[config.mk]
export PLATFORM = sky130hd
export DESIGN_NAME = ps2_scan_decoder
export DESIGN_NICKNAME = d
export VERILOG_FILES = /design/src/rtl/ps2_pkg.sv /design/src/rtl/ps2_event_fifo.sv /design/src/rtl/ps2_scan_decoder.sv
export SDC_FILE = /design/constraint.sdc
export NUM_CORES = 1
export LEC_CHECK = 0
export BUFFER_PORTS_ARGS = -buffer_cell sky130_fd_sc_hd__buf_2
export CAP_MARGIN = 20
export CORE_UTILIZATION = 45
export CTS_CLUSTER_SIZE = 12
export DETAILED_ROUTE_END_ITERATION = 6
export PLACE_DENSITY_LB_ADDON = 0.12
export SLEW_MARGIN = 20
export SYNTH_ARGS = -nofsm -noshare
export SYNTH_HDL_FRONTEND = slang
export SYNTH_HIERARCHICAL = 1
export SYNTH_SLANG_ARGS = --single-unit
export TNS_END_PERCENT = 1
[constraint.sdc]
create_clock -name clk -period 4.6 [get_ports clk]
set_input_delay 0 -clock clk [delete_from_list [all_inputs] [get_ports clk]]
set_output_delay 0 -clock clk [all_outputs]
set_load 0.05 [all_outputs]
[src/rtl/ps2_pkg.sv]
// Shared constants, FSM state and event types for the PS/2 scan-code-set-2 decoder.
// Optional shift tracking in the decoder is enabled with PS2_SHIFT_TRACK_EN.
package ps2_pkg;

   localparam logic [7:0] PS2_EXT    = 8'hE0;
   localparam logic [7:0] PS2_BRK    = 8'hF0;
   localparam logic [7:0] PS2_BAT    = 8'hAA;
   localparam logic [7:0] PS2_ACK    = 8'hFA;
   localparam logic [7:0] PS2_RESEND = 8'hFE;
   localparam logic [7:0] PS2_ECHO   = 8'hEE;
   localparam logic [7:0] PS2_LSHIFT = 8'h12;
   localparam logic [7:0] PS2_RSHIFT = 8'h59;

   typedef enum logic [1:0] {
      IDLE   = 2'd0,
      S_E0   = 2'd1,
      S_F0   = 2'd2,
      S_E0F0 = 2'd3
   } ps2_state_e;

   typedef struct packed {
      logic       ext;
      logic       rel;
      logic [7:0] code;
   } ps2_event_t;

   // Keyboard self-test/acknowledge traffic that carries no key information.
   function automatic logic is_status_byte(input logic [7:0] b);
      return (b == PS2_BAT) || (b == PS2_ACK) || (b == PS2_RESEND) ||
             (b == PS2_ECHO) || (b == 8'h00) || (b == 8'hFF);
   endfunction

   function automatic logic is_prefix_byte(input logic [7:0] b);
      return (b == PS2_EXT) || (b == PS2_BRK);
   endfunction

endpackage

[src/rtl/ps2_event_fifo.sv]
// Synchronous FIFO for decoded key events; head is read straight from the storage flops.
// A push into a full FIFO is accepted only when a pop frees a slot in the same cycle.
module ps2_event_fifo #(
   parameter int DEPTH = 8,
   parameter int WIDTH = 10,
   localparam int AW = $clog2(DEPTH)
) (
   input  logic             clk,
   input  logic             rst_n,
   input  logic             push,
   input  logic [WIDTH-1:0] push_data,
   input  logic             pop,
   output logic [WIDTH-1:0] head,
   output logic             full,
   output logic             empty,
   output logic [AW:0]      count
);

   logic [WIDTH-1:0] mem_q [DEPTH];
   logic [WIDTH-1:0] mem_d [DEPTH];
   logic [AW-1:0]    wr_q, wr_d;
   logic [AW-1:0]    rd_q, rd_d;
   logic [AW:0]      cnt_q, cnt_d;
   logic             do_push;
   logic             do_pop;

   assign empty   = (cnt_q == '0);
   assign full    = (cnt_q == (AW+1)'(DEPTH));
   assign do_pop  = pop && !empty;
   assign do_push = push && (!full || do_pop);

   always_comb begin
      mem_d = mem_q;
      wr_d  = wr_q;
      rd_d  = rd_q;
      cnt_d = cnt_q;
      if (do_push) begin
         mem_d[wr_q] = push_data;
         wr_d        = wr_q + AW'(1);
      end
      if (do_pop) begin
         rd_d = rd_q + AW'(1);
      end
      case ({do_push, do_pop})
         2'b10:   cnt_d = cnt_q + (AW+1)'(1);
         2'b01:   cnt_d = cnt_q - (AW+1)'(1);
         default: cnt_d = cnt_q;
      endcase
   end

   always_ff @(posedge clk) begin
      if (!rst_n) begin
         for (int i = 0; i < DEPTH; i++) begin
            mem_q[i] <= '0;
         end
         wr_q  <= '0;
         rd_q  <= '0;
         cnt_q <= '0;
      end else begin
         mem_q <= mem_d;
         wr_q  <= wr_d;
         rd_q  <= rd_d;
         cnt_q <= cnt_d;
      end
   end

   assign head  = mem_q[rd_q];
   assign count = cnt_q;

endmodule

[src/rtl/ps2_scan_decoder.sv]
// PS/2 set-2 prefix sequencer (E0/F0) feeding an event FIFO, with timeout, error and overflow flags.
// Define PS2_SHIFT_TRACK_EN to add the shift_held output.
module ps2_scan_decoder
   import ps2_pkg::*;
#(
   parameter int FIFO_DEPTH     = 8,
   parameter int TIMEOUT_CYCLES = 100000
) (
   input  logic                        clk,
   input  logic                        rst_n,
   input  logic [7:0]                  byte_in,
   input  logic                        byte_valid,
   output logic [7:0]                  key_code,
   output logic                        key_ext,
   output logic                        key_rel,
   output logic                        key_valid,
   input  logic                        key_ready,
   output logic [$clog2(FIFO_DEPTH):0] fifo_count,
   output logic                        overflow,
   input  logic                        clr_overflow,
   output logic                        proto_err
`ifdef PS2_SHIFT_TRACK_EN
   ,
   output logic                        shift_held
`endif
);

   localparam int TW = $clog2(TIMEOUT_CYCLES);

   ps2_state_e state_q, state_d;
   logic [TW-1:0] tmo_q, tmo_d;
   logic          tmo_hit;
   logic          perr_q, perr_d;
   logic          ovf_q, ovf_d;
   logic          push_en;
   ps2_event_t    push_evt;
   logic [9:0]    head_w;
   ps2_event_t    head_evt;
   logic          fifo_full;
   logic          fifo_empty;
   logic          ovf_set;

   // A byte arriving in the expiry cycle wins over the timeout.
   assign tmo_hit = (state_q != IDLE) && !byte_valid &&
                    (tmo_q == TW'(TIMEOUT_CYCLES - 1));

   always_ff @(posedge clk) begin
      if (!rst_n) begin
         state_q <= IDLE;
      end else begin
         state_q <= state_d;
      end
   end

   always_comb begin
      state_d = state_q;
      if (byte_valid) begin
         case (state_q)
            IDLE: begin
               if (byte_in == PS2_EXT)      state_d = S_E0;
               else if (byte_in == PS2_BRK) state_d = S_F0;
            end
            S_E0: begin
               if (byte_in == PS2_BRK)      state_d = S_E0F0;
               else if (byte_in != PS2_EXT) state_d = IDLE;
            end
            S_F0:    state_d = IDLE;
            S_E0F0:  state_d = IDLE;
            default: state_d = IDLE;
         endcase
      end else if (tmo_hit) begin
         state_d = IDLE;
      end
   end

   always_comb begin
      push_en       = 1'b0;
      push_evt.ext  = 1'b0;
      push_evt.rel  = 1'b0;
      push_evt.code = byte_in;
      perr_d        = 1'b0;
      if (byte_valid) begin
         case (state_q)
            IDLE: begin
               push_en = !is_prefix_byte(byte_in) && !is_status_byte(byte_in);
            end
            S_E0: begin
               push_en      = !is_prefix_byte(byte_in);
               push_evt.ext = 1'b1;
            end
            S_F0: begin
               push_en      = !is_prefix_byte(byte_in);
               perr_d       = is_prefix_byte(byte_in);
               push_evt.rel = 1'b1;
            end
            S_E0F0: begin
               push_en      = !is_prefix_byte(byte_in);
               perr_d       = is_prefix_byte(byte_in);
               push_evt.ext = 1'b1;
               push_evt.rel = 1'b1;
            end
            default: ;
         endcase
      end else if (tmo_hit) begin
         perr_d = 1'b1;
      end
   end

   always_comb begin
      tmo_d = tmo_q + TW'(1);
      if (byte_valid || state_q == IDLE || tmo_hit) begin
         tmo_d = '0;
      end
   end

   // A pop in the same cycle frees the slot, so only a pop-less full push drops.
   assign ovf_set = push_en && fifo_full && !(key_ready && !fifo_empty);

   always_comb begin
      ovf_d = ovf_q;
      if (ovf_set)           ovf_d = 1'b1;
      else if (clr_overflow) ovf_d = 1'b0;
   end

   always_ff @(posedge clk) begin
      if (!rst_n) begin
         tmo_q  <= '0;
         perr_q <= 1'b0;
         ovf_q  <= 1'b0;
      end else begin
         tmo_q  <= tmo_d;
         perr_q <= perr_d;
         ovf_q  <= ovf_d;
      end
   end

   ps2_event_fifo #(
      .DEPTH (FIFO_DEPTH),
      .WIDTH ($bits(ps2_event_t))
   ) u_fifo (
      .clk       (clk),
      .rst_n     (rst_n),
      .push      (push_en),
      .push_data (push_evt),
      .pop       (key_ready),
      .head      (head_w),
      .full      (fifo_full),
      .empty     (fifo_empty),
      .count     (fifo_count)
   );

   assign head_evt  = head_w;
   assign key_code  = head_evt.code;
   assign key_ext   = head_evt.ext;
   assign key_rel   = head_evt.rel;
   assign key_valid = !fifo_empty;
   assign overflow  = ovf_q;
   assign proto_err = perr_q;

`ifdef PS2_SHIFT_TRACK_EN
   logic lsh_q, lsh_d;
   logic rsh_q, rsh_d;

   // Tracks decoded events, so a dropped FIFO push still updates shift state.
   always_comb begin
      lsh_d = lsh_q;
      rsh_d = rsh_q;
      if (push_en && !push_evt.ext) begin
         if (push_evt.code == PS2_LSHIFT) lsh_d = !push_evt.rel;
         if (push_evt.code == PS2_RSHIFT) rsh_d = !push_evt.rel;
      end
   end

   always_ff @(posedge clk) begin
      if (!rst_n) begin
         lsh_q <= 1'b0;
         rsh_q <= 1'b0;
      end else begin
         lsh_q <= lsh_d;
         rsh_q <= rsh_d;
      end
   end

   assign shift_held = lsh_q | rsh_q;
`endif

endmodule

-- Yosys cells after proc, flatten, opt, wreduce, memory -nomap -nowiden
Cells that the tools add are included.
- register bits: 111
- word-level logic and storage cells: 102
- add/subtract/negate cells: 5
- $lt $le $gt $ge: 3
- equal/unequal tests: 17
- mux-type cells: 24
- bitwise gates (word level): 3
- reductions and logical operators: 35
- operators by type and width (cell ; count):
    80-bit bitwise mux ; 1
    8-bit equality test, second input constant ; 7
    10-bit binary-select mux with 3-bit select ; 1
    10-bit demux with 3-bit select ; 1
    10-bit 2-to-1 mux ; 3
    17-bit by 1-bit adder with 17-bit output, second input constant ; 1
    17-bit equality test, second input constant ; 1
    2-bit 2-to-1 mux ; 7
    1-bit logical OR ; 9
    4-bit greater-or-equal comparator, second input constant ; 2
    1-bit logical AND ; 8
    8-bit logical NOT ; 1
    1-bit 2-to-1 mux ; 8
    4-bit inequality test, second input constant ; 2
    8-bit inequality test, second input constant ; 1
    3-bit inverter with 4-bit output ; 2
    4-bit one-hot mux with 2 select lines ; 1
    2-bit nonzero test ; 4
    3-bit by 1-bit adder with 3-bit output, second input constant ; 2
    2-bit equality test, second input constant ; 3
    1-bit logical NOT ; 6
    2-bit one-hot mux with 3 select lines ; 1
    2-bit OR reduction ; 3
    4-bit by 1-bit adder with 4-bit output, second input constant ; 1
    10 further kinds ; 11

-- Logic depth before layout (Yosys ltp)
- depth after elaboration: 13
- depth in mapped cells: 11
- mapped depth without buffers: 11

-- Modules after synthesis
The synthesis kept the hierarchy.
- modules (own cells, without submodules) (module ; instances ; cells an instance ; area each (µm²)):
    ps2_event_fifo ; 1 ; 375 ; 4100.2
    ps2_scan_decoder ; 1 ; 136 ; 1123.6

-- Least setup slack after synthesis
Ideal clock, no wire load.
- kind: reg2reg
- start point: reg u_fifo.cnt_q[3], in the netlist u_fifo/count[3]
- end point: reg u_fifo.cnt_q[3], in the netlist u_fifo/count[3]
- setup time: 72 ps
- arrival time: 2668 ps
- data required time: 4528 ps
- path slack: 1861 ps
- stages on the path, launching flop included: 9
- path buffers: 0
- clock period less this slack: 2739 ps
- cell sequence: dfxtp_1 > or4b_4 > o21ai_1 > ha_1 > ha_1 > a21o_1 > a21oi_1 > mux2i_1 > mux2i_1
- word-level cells in the longest chain between the ends: 7
- elaborated cells between the ends (all ways): 13
- RTL lines (element ; RTL line ; source):
    start: declaration ; ps2_event_fifo.sv:23 ; logic [AW:0] cnt_q, cnt_d;
    start signal: assignment ; ps2_event_fifo.sv:63 ; cnt_q <= cnt_d;
    4-bit logical NOT ; ps2_event_fifo.sv:27 ; assign empty = (cnt_q == '0);
    1-bit logical NOT ; ps2_event_fifo.sv:29 ; assign do_pop = pop && !empty;
    1-bit logical AND ; ps2_event_fifo.sv:29 ;
    1-bit logical OR ; ps2_event_fifo.sv:30 ; assign do_push = push && (!full || do_pop);
    1-bit logical AND ; ps2_event_fifo.sv:30 ;
    2-bit by 1-bit equality test with 1-bit output / 2-bit equality test (equally long branches) ; ps2_event_fifo.sv:44 ; case ({do_push, do_pop})
    4-bit one-hot mux with 2 select lines / 2-bit nonzero test (equally long branches) ; -- ;
Several ways; a longest one is shown, not always the timed one.
A chain may end at the register's enable or synchronous reset.

-- Worst setup path after layout
- start point: reg state_q[0]
- end point: reg u_fifo.cnt_q[3], in the netlist u_fifo/count[3]
- word-level cells in the longest chain between the ends: 7
- elaborated cells between the ends (all ways): 12
- RTL lines (element ; RTL line ; source):
    start: declaration ; ps2_scan_decoder.sv:30 ; ps2_state_e state_q, state_d;
    start signal: assignment ; ps2_scan_decoder.sv:51 ; state_q <= state_d;
    2-bit equality test / 2-bit by 1-bit equality test with 1-bit output (equally long branches) ; ps2_scan_decoder.sv:83 ; case (state_q)
    3-bit OR reduction (no source line) ; -- ;
    1-bit one-hot mux with 2 select lines (*) ; ps2_scan_decoder.sv:83 ;
    1-bit 2-to-1 mux (*) ; ps2_scan_decoder.sv:82 ; if (byte_valid) begin
    named net push_en ; ps2_scan_decoder.sv:35 ; logic push_en;
    1-bit logical AND (*) ; ps2_event_fifo.sv:30 ;
    2-bit by 1-bit equality test with 1-bit output / 2-bit equality test (equally long branches) ; ps2_event_fifo.sv:44 ;
    4-bit one-hot mux with 2 select lines / 2-bit nonzero test (equally long branches) ; -- ;
Mark *: on every way through the listed nets, which the timed path passes. The rest lies on a longest branch.

==> flow_metrics.tcl <==
set metrics [dict create \
    grt_pass1_wl_mm 18.5 \
    ys.flop_type "dfxtp_1" \
    wl_per_cell_microns 17.0 \
    synth_seq_cells 111 \
    ys_seq_area_share_pct 42.5 \
    drtIter0Drc 173 \
    cts_made_buffers 9 \
    grt_overflow 0 \
    postCtsSetupRepairBufs 0 \
    antenna_found_initial 0 \
    synth_area_sq_um 5220 \
    gp_congestion 0.812 \
    coreArea_sq_um 11100 \
    async_reset_ff_share_pct 0 \
    max_freq_mhz 378 \
    path_max_fanout 6 \
    syn_to_final_growth_pct 9.63 \
    endpoint_kind "flip-flop" \
    critPathRequiredTime_ps 4880 \
    vias 3728 \
    cts_buffer_depth 2 \
    drive_gt1_share_pct 16.9 \
    final_cells 672 \
    dp.cells 654 \
    syn_inst 511 \
    crit_type "flip-flop to flip-flop" \
    num_rows 38 \
    tightest_slew_ps 802 \
    hp-class "input port to flip-flop" \
    final_common_cell "dfxtp_1" \
    synth_cell_types 52 \
    first_pass_iters 4 \
    path_clk_slew_ps 70 \
    cts_sinks 111 \
    hold_violations 0 \
    clk_latency_ps 350 \
    fin_crit_ps 2650 \
    finish.net_count 547 \
    fin_setup_tns_ps 0 \
    pin_count 30 \
    crit_slowest_cell "dfxtp_1" \
    die_x_microns 110 \
    ctsRootBufferMaster "clkbuf_16" \
    grt_max_degree 54 \
    cts_resized 0 \
    htree_levels 3 \
    syn_area_per_cell_sq_um 10.2 \
    maxCapViolCount 0 \
    place.port_buffers 29 \
    final.setup_skew_ps 7.80 \
    ant_nets 0 \
    drv_slew 0 \
    critPathArrivalTime_ps 2930 \
    layout_common_cells "dfxtp_1, nand2_1, mux2i_1" \
    hold_buffers 2 \
    slowest_delay_ps 420 \
    setup_viol 0 \
    die_h_microns 110 \
    leakage_nw 2.56 \
    fin_crit_sh_pct 57.5 \
    synth_edf_count 0 \
    initial_core_util_pct 47.2 \
    yosys_warnings 6 \
    status "finished, final reports clean" \
    drt-total-wl_mm 11.4 \
    max_slew_margin_pct 46.5 \
    diodes 0 \
    peakVddDrop_uv 367 \
    dieArea_sq_um 12000 \
    via_per_inst 5.55 \
    start_kind "flip-flop" \
    cts_tree "yes" \
    grt.total_usage_pct 20.8 \
    rsz0062_at_grt "false" \
    place_hpwl_mm 7.31 \
    power.density_nw_per_um2 423 \
    path_cells "o21ai_0 -> a21oi_1 -> o21bai_1 -> o21ai_1 -> ha_1 -> ha_1 -> a21o_1 -> a21oi_1 -> mux2i_1 -> mux2i_1" \
    synth_nets 531 \
    drc_errors 0 \
    grt_pass1_vias 3546 \
]
## per-stage QoR
stage                     hold slack [ps]  utilization (%)  total power [W]  worst slack [ps]  area [sq um]
final                                42.2             51.7          0.00242              1950          5730
after global routing                 57.5             51.7          0.00254              1720          5730
after CTS                            30.8             51.7          0.00246              1940          5730
after detailed placement              335             48.7          0.00164              1800          5400
after global placement                327             48.7          0.00163              1920          5400
after floorplan                       118                -          0.00152              1860          5220
## final cells by class
type / count / area, sq um
well taps: 140 / 175
multi-input cells: 360 / 2790
clock buffers: 11 / 243
fillers: 997 / 5350
flip-flops and latches: 111 / 2220
clock inverters: 5 / 63.8
inverters: 10 / 37.5
repair buffers: 35 / 195
## routing by layer
layer / wire (microns) / up-vias / GRT usage [%]
met4: 248 / 0 / 9.43
met3: 293 / 13 / 2.85
met5: 0 / - / 0
met2: 5530 / 67 / 34.8
met1: 5370 / 1822 / 26.8
li1: - / 1826 / -
## kinds of logic after synthesis
logic type	share of synthesized area, %
flops	42.5
buf+inv	4.05
mux	26.7
compound gates	4.07
xor+xnor	2.85
fa+ha+maj	1.82
simple gates	18.0
## worst max-delay path: cells and delay by family (launching register included)
family                     cells  cell delay (ps)
adders and majority gates      2              580
AOI/OAI and AO/OA              6             1140
muxes                          2              430
DFF                            1              420
## where the power goes
| group | internal, W | switching (W) |
|---|---|---|
| Sequential | 0.00100 | 0.0000478 |
| Clock | 0.000445 | 0.000364 |
| Combinational | 0.000208 | 0.000357 |
| Total | 0.00165 | 0.000769 |
## Yosys cell counts (5+ instances only)
| cell type | instances | area, sq um |
|---|---|---|
| xor2_1 | 11 | 96.3 |
| xnor2_1 | 6 | 52.6 |
| nor2_1 | 18 | 67.6 |
| clkbuf_1 | 15 | 56.3 |
| ha_1 | 6 | 75.1 |
| dfxtp_1 | 111 | 2220 |
| nand2_1 | 104 | 390 |
| and2_1 | 11 | 68.8 |
| mux2i_1 | 83 | 831 |
| o21ai_0 | 12 | 60.1 |
| or3_1 | 5 | 31.3 |
| mux2_2 | 10 | 113 |
| buf_6 | 6 | 67.6 |
| a21oi_1 | 9 | 45.0 |
| mux4_2 | 20 | 450 |
| nand4_1 | 9 | 56.3 |
| inv_1 | 10 | 37.5 |
| nand3_1 | 10 | 50.1 |
## worst paths after layout
check	slack, ps	startpoint	cells past startpoint	end
max	1950	state_q[0]$_SDFFE_PN0P_	10	u_fifo/count[3]$_SDFFE_PN0P_
min	40	byte_valid	3	proto_err$_SDFF_PN0_
max reg2reg	1950	state_q[0]$_SDFFE_PN0P_	10	u_fifo/count[3]$_SDFFE_PN0P_
min reg2reg	450	tmo_q[0]$_SDFF_PP0_	1	tmo_q[0]$_SDFF_PP0_
## state kept, by name, summed over array words and instances (netlist names)
register / cells
state_q: 2
u_fifo/wr_q: 3
overflow: 1
u_fifo/mem_q: 80
u_fifo/count: 4
tmo_q: 17
u_fifo/rd_q: 3
proto_err: 1
Power figures use the tool's default switching activity.
